==> src/rtl/hog_axil_pkg.sv <==
//----------------------------------------------------------------------------
// Module   : hog_axil_pkg
// Brief    : Shared types and constants for the HOG GP AXI4-Lite master.
// Revision : 1.0 - initial release
//----------------------------------------------------------------------------
`default_nettype none

package hog_axil_pkg;

    typedef enum logic [2:0] {
        ST_IDLE    = 3'd0,
        ST_WR      = 3'd1,
        ST_WR_RESP = 3'd2,
        ST_RD_ADDR = 3'd3,
        ST_RD_DATA = 3'd4
    } state_t;

    localparam logic [1:0] OKAY   = 2'b00;
    localparam logic [1:0] EXOKAY = 2'b01;
    localparam logic [1:0] SLVERR = 2'b10;
    localparam logic [1:0] DECERR = 2'b11;

    localparam logic [2:0] AXI_PROT_DEFAULT = 3'b000;

endpackage

`default_nettype wire

==> src/rtl/axil_gp_master_arb_rr_arb2.sv <==
//----------------------------------------------------------------------------
// Module   : rr_arb2
// Brief    : Two-way round-robin arbiter; pointer moves only on advance.
// Revision : 1.0 - initial release
//----------------------------------------------------------------------------
`default_nettype none

module rr_arb2 (
    input  logic       clk,
    input  logic       rst,
    input  logic [1:0] req,
    input  logic       advance,
    output logic [1:0] grant
);

    // Requester favoured when both ask at once; starts at requester 0.
    logic r_prio;

    always_ff @(posedge clk or negedge rst) begin
        if (!rst) begin
            r_prio <= 1'b0;
        end else if (advance && (|grant)) begin
            r_prio <= grant[0];
        end
    end

    always_comb begin
        grant = req;
        if (req == 2'b11) begin
            grant = r_prio ? 2'b10 : 2'b01;
        end
    end

endmodule

`default_nettype wire

==> src/rtl/axil_gp_master_arb.sv <==
//----------------------------------------------------------------------------
// Module   : axil_gp_master_arb
// Brief    : Two-requester AXI4-Lite master for the HOG GP register port.
//            Define AXIL_GP_STRB_EN to add per-requester write strobes.
// Revision : 1.0 - initial release
//----------------------------------------------------------------------------
`default_nettype none

module axil_gp_master_arb
    import hog_axil_pkg::*;
#(
    parameter int ADDR_WIDTH = 5,
    parameter int DATA_WIDTH = 32
) (
    input  logic                      clk,
    input  logic                      rst,
    input  logic [1:0]                req_valid,
    input  logic [1:0]                req_we,
    input  logic [2*ADDR_WIDTH-1:0]   req_addr,
    input  logic [2*DATA_WIDTH-1:0]   req_wdata,
`ifdef AXIL_GP_STRB_EN
    input  logic [2*(DATA_WIDTH/8)-1:0] req_strb,
`endif
    output logic [1:0]                req_done,
    output logic [DATA_WIDTH-1:0]     rsp_data,
    output logic [1:0]                rsp_resp,
    output logic [ADDR_WIDTH-1:0]     m_axi_awaddr,
    output logic [2:0]                m_axi_awprot,
    output logic                      m_axi_awvalid,
    input  logic                      m_axi_awready,
    output logic [DATA_WIDTH-1:0]     m_axi_wdata,
    output logic [DATA_WIDTH/8-1:0]   m_axi_wstrb,
    output logic                      m_axi_wvalid,
    input  logic                      m_axi_wready,
    input  logic [1:0]                m_axi_bresp,
    input  logic                      m_axi_bvalid,
    output logic                      m_axi_bready,
    output logic [ADDR_WIDTH-1:0]     m_axi_araddr,
    output logic [2:0]                m_axi_arprot,
    output logic                      m_axi_arvalid,
    input  logic                      m_axi_arready,
    input  logic [DATA_WIDTH-1:0]     m_axi_rdata,
    input  logic [1:0]                m_axi_rresp,
    input  logic                      m_axi_rvalid,
    output logic                      m_axi_rready
);

    localparam int STRB_W = DATA_WIDTH / 8;

    state_t                  r_state, w_state_nxt;
    logic                    r_awvalid, r_wvalid, r_bready, r_arvalid, r_rready;
    logic                    w_awvalid_nxt, w_wvalid_nxt, w_bready_nxt, w_arvalid_nxt, w_rready_nxt;
    logic [1:0]              r_done, w_done_nxt;
    logic [DATA_WIDTH-1:0]   r_rsp_data, w_rsp_data_nxt;
    logic [1:0]              r_rsp_resp, w_rsp_resp_nxt;
    logic [1:0]              r_gnt;
    logic [ADDR_WIDTH-1:0]   r_addr;
    logic [DATA_WIDTH-1:0]   r_wdata;
    logic [1:0]              w_req, w_gnt;
    logic                    w_adv, w_sel_we, w_aw_done, w_w_done;

    // A requester whose done is pulsing is still holding valid; skip it.
    assign w_req    = req_valid & ~r_done;
    assign w_adv    = (r_state == ST_IDLE) && (|w_req);
    assign w_sel_we = w_gnt[1] ? req_we[1] : req_we[0];

    rr_arb2 u_arb (
        .clk     (clk),
        .rst     (rst),
        .req     (w_req),
        .advance (w_adv),
        .grant   (w_gnt)
    );

    always_ff @(posedge clk or negedge rst) begin
        if (!rst) begin
            r_state    <= ST_IDLE;
            r_awvalid  <= 1'b0;
            r_wvalid   <= 1'b0;
            r_bready   <= 1'b0;
            r_arvalid  <= 1'b0;
            r_rready   <= 1'b0;
            r_done     <= 2'b00;
            r_rsp_data <= '0;
            r_rsp_resp <= OKAY;
        end else begin
            r_state    <= w_state_nxt;
            r_awvalid  <= w_awvalid_nxt;
            r_wvalid   <= w_wvalid_nxt;
            r_bready   <= w_bready_nxt;
            r_arvalid  <= w_arvalid_nxt;
            r_rready   <= w_rready_nxt;
            r_done     <= w_done_nxt;
            r_rsp_data <= w_rsp_data_nxt;
            r_rsp_resp <= w_rsp_resp_nxt;
        end
    end

    always_comb begin
        w_state_nxt    = r_state;
        w_awvalid_nxt  = r_awvalid;
        w_wvalid_nxt   = r_wvalid;
        w_bready_nxt   = r_bready;
        w_arvalid_nxt  = r_arvalid;
        w_rready_nxt   = r_rready;
        w_done_nxt     = 2'b00;
        w_rsp_data_nxt = r_rsp_data;
        w_rsp_resp_nxt = r_rsp_resp;
        w_aw_done      = !r_awvalid || m_axi_awready;
        w_w_done       = !r_wvalid  || m_axi_wready;
        case (r_state)
            ST_IDLE: begin
                if (w_adv) begin
                    if (w_sel_we) begin
                        w_state_nxt   = ST_WR;
                        w_awvalid_nxt = 1'b1;
                        w_wvalid_nxt  = 1'b1;
                    end else begin
                        w_state_nxt   = ST_RD_ADDR;
                        w_arvalid_nxt = 1'b1;
                    end
                end
            end
            ST_WR: begin
                w_awvalid_nxt = r_awvalid && !m_axi_awready;
                w_wvalid_nxt  = r_wvalid  && !m_axi_wready;
                if (w_aw_done && w_w_done) begin
                    w_state_nxt  = ST_WR_RESP;
                    w_bready_nxt = 1'b1;
                end
            end
            ST_WR_RESP: begin
                if (m_axi_bvalid) begin
                    w_rsp_resp_nxt = m_axi_bresp;
                    w_rsp_data_nxt = '0;
                    w_done_nxt     = r_gnt;
                    w_bready_nxt   = 1'b0;
                    w_state_nxt    = ST_IDLE;
                end
            end
            ST_RD_ADDR: begin
                if (m_axi_arready) begin
                    w_arvalid_nxt = 1'b0;
                    w_rready_nxt  = 1'b1;
                    w_state_nxt   = ST_RD_DATA;
                end
            end
            ST_RD_DATA: begin
                if (m_axi_rvalid) begin
                    w_rsp_resp_nxt = m_axi_rresp;
                    w_rsp_data_nxt = m_axi_rdata;
                    w_done_nxt     = r_gnt;
                    w_rready_nxt   = 1'b0;
                    w_state_nxt    = ST_IDLE;
                end
            end
            default: w_state_nxt = ST_IDLE;
        endcase
    end

    // Command capture at grant; held stable for the whole transaction.
    always_ff @(posedge clk or negedge rst) begin
        if (!rst) begin
            r_gnt   <= 2'b00;
            r_addr  <= '0;
            r_wdata <= '0;
        end else if (w_adv) begin
            r_gnt   <= w_gnt;
            r_addr  <= w_gnt[1] ? req_addr[2*ADDR_WIDTH-1:ADDR_WIDTH] : req_addr[ADDR_WIDTH-1:0];
            r_wdata <= w_gnt[1] ? req_wdata[2*DATA_WIDTH-1:DATA_WIDTH] : req_wdata[DATA_WIDTH-1:0];
        end
    end

`ifdef AXIL_GP_STRB_EN
    logic [STRB_W-1:0] r_strb;

    always_ff @(posedge clk or negedge rst) begin
        if (!rst) begin
            r_strb <= '0;
        end else if (w_adv) begin
            r_strb <= w_gnt[1] ? req_strb[2*STRB_W-1:STRB_W] : req_strb[STRB_W-1:0];
        end
    end

    assign m_axi_wstrb = r_strb;
`else
    assign m_axi_wstrb = {STRB_W{1'b1}};
`endif

    assign req_done      = r_done;
    assign rsp_data      = r_rsp_data;
    assign rsp_resp      = r_rsp_resp;
    assign m_axi_awaddr  = r_addr;
    assign m_axi_araddr  = r_addr;
    assign m_axi_wdata   = r_wdata;
    assign m_axi_awprot  = AXI_PROT_DEFAULT;
    assign m_axi_arprot  = AXI_PROT_DEFAULT;
    assign m_axi_awvalid = r_awvalid;
    assign m_axi_wvalid  = r_wvalid;
    assign m_axi_bready  = r_bready;
    assign m_axi_arvalid = r_arvalid;
    assign m_axi_rready  = r_rready;

endmodule

`default_nettype wire

==> config.mk <==
export PLATFORM = sky130hd
export DESIGN_NAME = axil_gp_master_arb
export DESIGN_NICKNAME = d
export VERILOG_FILES = /design/src/rtl/hog_axil_pkg.sv /design/src/rtl/axil_gp_master_arb_rr_arb2.sv /design/src/rtl/axil_gp_master_arb.sv
export SDC_FILE = /design/constraint.sdc
export NUM_CORES = 1
export LEC_CHECK = 0
export BUFFER_PORTS_ARGS = -buffer_cell sky130_fd_sc_hd__clkbuf_2
export CAP_MARGIN = 20
export CORE_UTILIZATION = 25
export CTS_CLUSTER_DIAMETER = 100
export DETAILED_ROUTE_END_ITERATION = 7
export PLACE_DENSITY_LB_ADDON = 0.15
export SYNTH_ARGS = -nofsm -noshare
export SYNTH_HDL_FRONTEND = slang
export SYNTH_HIERARCHICAL = 1
export SYNTH_SLANG_ARGS = --single-unit
==> constraint.sdc <==
create_clock -name clk -period 4.8 [get_ports clk]
set_clock_uncertainty 0.1 [all_clocks]
set_input_delay 0.48 -clock clk [delete_from_list [all_inputs] [get_ports clk]]
set_output_delay 0.48 -clock clk [all_outputs]
set_load 0.005 [all_outputs]
Word level (Yosys, flattened, before mapping). Cells that the tools add are included.

Register bits after elaboration: 84. Bits of input ports: 121. Output and inout bits: 93. Logic and storage cells: 87.

Equality and inequality tests: 12. Mux-type cells: 35. Bitwise logic cells: 2. Reductions and logical operators: 25.

Operator list (count): $mux W32 (3); $pmux W32 S2 (1); $mux W3 (5); $pmux W3 S5 (1); $mux W2 (7); $ne A2 B2 Y1 const B (6); $reduce_and A3 Y1 (4); $mux W1 (10); $pmux W1 S2 (5); $reduce_bool A2 Y1 (5); $pmux W2 S2 (2); $eq A3 B2 Y1 const B (2); $logic_and A1 B1 Y1 (5); $mux W5 (1); $reduce_and A5 Y1 (1); $logic_not A1 Y1 (4); $reduce_and A4 Y1 (1); $reduce_or A2 Y1 (2); $eq A3 B1 Y1 const B (1); $eq A3 B3 Y1 const B (1); $logic_not A3 Y1 (1); $and A2 B2 Y2 (1); $eq A2 B2 Y1 const B (1); $logic_or A1 B1 Y1 (2); other kinds (2) (2).

Depth between registers and ports, before layout.
Depth in word-level cells: 8. Depth in mapped cells: 7. Gate-level depth less buffers: 6.

By module. Netlist, hierarchy kept.

Modules (own cells, without submodules): axil_gp_master_arb (times used 1, cells each 276, area an instance 3962.6 µm², sequential area each 2077.0 µm²); rr_arb2 (times used 1, cells each 6, area an instance 55.1 µm², sequential area each 25.0 µm²).

Worst setup path after synthesis. Ideal clock, no wire load.

Path type: input -> register. Start point: in req_valid[1]. End point: reg r_wdata[10] (netlist: m_axi_wdata[10]). Library setup time: 0.125 ns. Arrival time: 2.059 ns. Data required time: 4.575 ns. Slack: 2.516 ns. Stages: 7. Path buffers: 2. Cell sequence: nand2b_1 inv_1 a21boi_1 buf_2 clkbuf_1 mux2_2 mux2_4.

Word-level cells in the longest chain between the ends: 4. Elaborated cells on any way between the ends: 6. Those cells by class: 1 x eq/ne; 2 x mux; 1 x bitwise; 2 x reduce/logical.

RTL lines: start: declaration (line axil_gp_master_arb.sv:17) `input logic [1:0] req_valid,`; $and A2 B2 Y2 * (line axil_gp_master_arb.sv:63) `assign w_req = req_valid & ~r_done;`; named net w_req[1] (line axil_gp_master_arb.sv:59) `logic [1:0] w_req, w_gnt;`; $eq A2 B2 Y1 (line axil_gp_master_arb_rr_arb2.sv:29) `if (req == 2'b11) begin`; $mux W2 * (line axil_gp_master_arb_rr_arb2.sv:29); named net w_gnt[1] (line axil_gp_master_arb.sv:59); $mux W32 * (line axil_gp_master_arb.sv:170) `r_wdata <= w_gnt[1] ? req_wdata[2*DATA_WIDTH-1:DATA_WIDTH] : req_wdata[DATA_WIDTH-1:0];`; end signal: assignment (line axil_gp_master_arb.sv:170); end: declaration (line axil_gp_master_arb.sv:58) `logic [DATA_WIDTH-1:0] r_wdata;`.

Mark *: on every way through the listed nets, which the timed path passes. The rest lies on a longest branch. A chain may end at the register's enable or synchronous reset.

Worst setup path after layout.
Start point: reg r_done[1] (netlist: req_done[1]). End point: reg r_wdata[8] (netlist: m_axi_wdata[8]).

Word-level cells in the longest chain between the ends: 5. Elaborated cells on any way between the ends: 7. Those cells by class: 1 x eq/ne; 2 x mux; 2 x bitwise; 2 x reduce/logical.

RTL lines: start: declaration (line axil_gp_master_arb.sv:53) `logic [1:0] r_done, w_done_nxt;`; start signal: assignment (line axil_gp_master_arb.sv:93) `r_done <= w_done_nxt;`; $not A2 Y2 * (line axil_gp_master_arb.sv:63); $and A2 B2 Y2 * (line axil_gp_master_arb.sv:63); named net w_req[1] (line axil_gp_master_arb.sv:59); $eq A2 B2 Y1 (line axil_gp_master_arb_rr_arb2.sv:29); $mux W2 * (line axil_gp_master_arb_rr_arb2.sv:29); named net w_gnt[1] (line axil_gp_master_arb.sv:59); $mux W32 * (line axil_gp_master_arb.sv:170).

Marked as above.

==> key figures <==
Clock network
  • Clock Root Buffer: clkbuf_16
  • Inserted Clock Buffers: 9
  • Clock buffer depth: 2
  • Clock slew at reported path FFs: 0.06 ns
  • CTS H-tree lvls: 3
  • Clock Latency Late Sink: 0.33 ns
  • Clk sinks: 84
  • Post_cts resized: 0
  • CTS tree: built
  • Cts hold-fix bufs: 0
  • Post-CTS Setup Bufs: 0

Floorplan
  • DIE AREA: 16580 um2
  • Die height: 128.8 um
  • Rows: 45
  • Ports: 214
  • Initial cell density of the core: 0.2604
  • Die span in x: 128.8 um
  • Placeable Area: 15430 um2

Logic synthesis
  • Warnings from Yosys: 6
  • Syn Area/Cell: 14.25 um2
  • Sequential area share after synthesis: 0.5232
  • Mapped cell area: 4018 um2
  • Syn Inst Count: 282
  • Ys async rst share: 1.000
  • Cell type with the largest total area after synthesis: dfrtp_1
  • Synth Register Bits: 84
  • Distinct cell type count after synthesis: 35
  • Post-synth EDFFs: 0
  • Yosys top cell area share: 0.5232
  • Dominant cells by area after synthesis: dfrtp_1 52%, mux2_4 14%, mux2_2 12%
  • Count leader, synth: dfrtp_1
  • Commonest cells post-synth: 84 x dfrtp_1, 42 x mux2_2, 38 x mux2_4
  • Most used DFF post-synth: dfrtp_1

Global routing
  • Vias in the first global route: 2922
  • First-pass GRT wire length: 14970 um
  • Initial antenna violation count: 0
  • Overflow left after global routing: 0
  • Largest net degree at the start of global routing: 51
  • Total GRT Usage: 0.1186

STA
  • Post-route minimum period: 2.680 ns
  • Max Slew Vio Count: 0
  • Period utilisation layout: 0.5583
  • Worst hold slack: -0.008696 ns
  • Max Fclk: 0.3732 GHz
  • Hold Fails Final Rpt: 3
  • Final setup TNS: 0 ns
  • Slew margin rel.: 0.3388
  • Unrepaired setup endpoints after global routing: false
  • Final setup margin: 2.120 ns
  • Slew of the pin with the lowest slew margin: 0.9894 ns
  • Final setup viols: 0

Detailed routing
  • Vias per inst: 4.208
  • Pre-antenna DRT Iters: 4
  • Top sig layer: met4
  • WL met2: 4205 um
  • Antenna Nets Post-Route: 0
  • Drt wl/cell: 13.94 um
  • WL met3: 849 um
  • Initial DRC Count: 76
  • Met1 WL: 4381 um
  • Vias: 2899
  • DRC: 0
  • WL final: 9604 um

Placement
  • Port Buffer Count: 203
  • Placed Cells: 674
  • Placer Congestion: 0.7135
  • Pre-CTS WS: 1.946 ns
  • Post-DP HPWL: 7037 um

Worst setup path
  • R2R Path Start: req_done[1]$_DFF_PN0_
  • Setup CP Type: reg2reg
  • Reg2reg end: m_axi_wdata[8]$_DFFE_PN0P_
  • Max FO, Critical Path: 28
  • Data arrival time of the worst path: 2.79 ns
  • FF-to-FF path depth: 6
  • CP peak stage delay: 0.80 ns
  • Cell Chain, Critical Path: nand2b_1, inv_1, a21boi_4, buf_4, mux2_2, mux2_4
  • Worst Setup Start Kind: register
  • Setup crit end kind: register
  • Critical Path Source: req_done[1]$_DFF_PN0_
  • Worst endpoint required time: 4.91 ns
  • Critical path's slowest cell: a21boi_4
  • R2R Setup Slk: 2.12 ns

Final layout
  • Share of layout cells above drive strength 1: 0.6339
  • Ant diodes: 0
  • # fillers: 1599
  • NumNets Final: 596
  • Area delta synth->final: 34.97%
  • Non-Filler Instances: 689

Power and ir drop
  • P_leak: 2.816 nW
  • Pwr dens: 599.2 nW/um2
  • IR drop worst, VDD: 166.3 uV

Run status
  • Failing checks: hold timing
  • Status: finished with violations

Run
  • Number of max-cap violations: 0

Worst hold path
  • HP Class: in2async
[sequential cells by signal, summed over array words and instances, names as in the netlist, 2 cells and up]
name          cells
req_done          2
r_gnt             2
rsp_resp          2
m_axi_araddr      5
r_state           3
m_axi_wdata      32
rsp_data         32
[worst max-delay path by stage]
stage	to	depth (start not counted)
floorplan	m_axi_wdata[10]$_DFFE_PN0P_	7
global placement	m_axi_wdata[3]$_DFFE_PN0P_	7
detailed placement	m_axi_wdata[11]$_DFFE_PN0P_	7
CTS	m_axi_wdata[11]$_DFFE_PN0P_	6
global route	m_axi_araddr[4]$_DFFE_PN0P_	6
finish	m_axi_wdata[8]$_DFFE_PN0P_	6
[stage by stage]
stage	area (um2)	util	total power [mW]
4_1_cts	5395	0.3497	3.320
2_1_floorplan	4048	-	2.171
3_3_place_gp	5095	0.3303	2.593
5_1_grt	5423	0.3515	3.488
6_report	5423	0.3515	3.249
3_5_place_dp	5122	0.3320	2.620
[placed cells by master, fill, tap and decap left out, drive strengths merged, types with 2 or more instances in the layout]
| master | instances |
|---|---|
| a21boi | 2 |
| buf | 5 |
| nand3b | 2 |
| and2 | 2 |
| inv | 8 |
| o2bb2ai | 2 |
| nand2b | 4 |
| nand2 | 3 |
| nor3b | 2 |
| conb | 10 |
| clkbuf | 213 |
| a21oi | 5 |
| mux2i | 2 |
| a31oi | 2 |
| clkinv | 3 |
| dfrtp | 84 |
| a22o | 33 |
| nor2 | 5 |
| mux2 | 80 |
[critical path: cells and delay by family (launching register included)]
| family | cells | cell delay (ns) |
|---|---|---|
| AND/OR/NAND/NOR | 1 | 0.19 |
| buffers and inverters | 2 | 0.47 |
| AO/OA/AOI/OAI | 1 | 0.80 |
| flip-flops | 1 | 0.37 |
| multiplexers | 2 | 0.61 |
[kinds of logic (layout without fill, tap and decap cells)]
kind of cell / count (synthesis) / in the layout / share of synthesized area
AOI/OAI and AO/OA: 52 / 52 / 0.1068
DFF: 84 / 84 / 0.5232
muxes: 82 / 82 / 0.2647
and+or+nand+nor: 20 / 20 / 0.02865
other: 2 / 10 / 0.001869
buffers and inverters: 42 / 230 / 0.07474
[where the power goes]
part	total [mW]	switching, mW	internal [mW]
combinational	1.35	0.529	0.823
clock	0.660	0.264	0.396
sequential	1.24	0.210	1.03
[final cells by class]
| class | instances | area, um2 | area share |
|---|---|---|---|
| well taps | 211 | 264.0 | 0.04868 |
| repair buffers | 207 | 1089 | 0.2007 |
| flip-flops and latches | 84 | 2102 | 0.3876 |
| clock buffers | 11 | 232.7 | 0.04292 |
| clock inverters | 3 | 40.04 | 0.007383 |
| inverters | 9 | 38.79 | 0.007153 |
| multi-input cells | 164 | 1657 | 0.3055 |
[metal layers]
| metal | global-route usage | vias up |
|---|---|---|
| li1 | - | 1373 |
| met1 | 0.1540 | 1363 |
| met2 | 0.1774 | 152 |
| met3 | 0.03701 | 11 |
| met4 | 0.06021 | 0 |
| met5 | 0 | - |
Note: power is estimated with default switching activity, not from simulation.
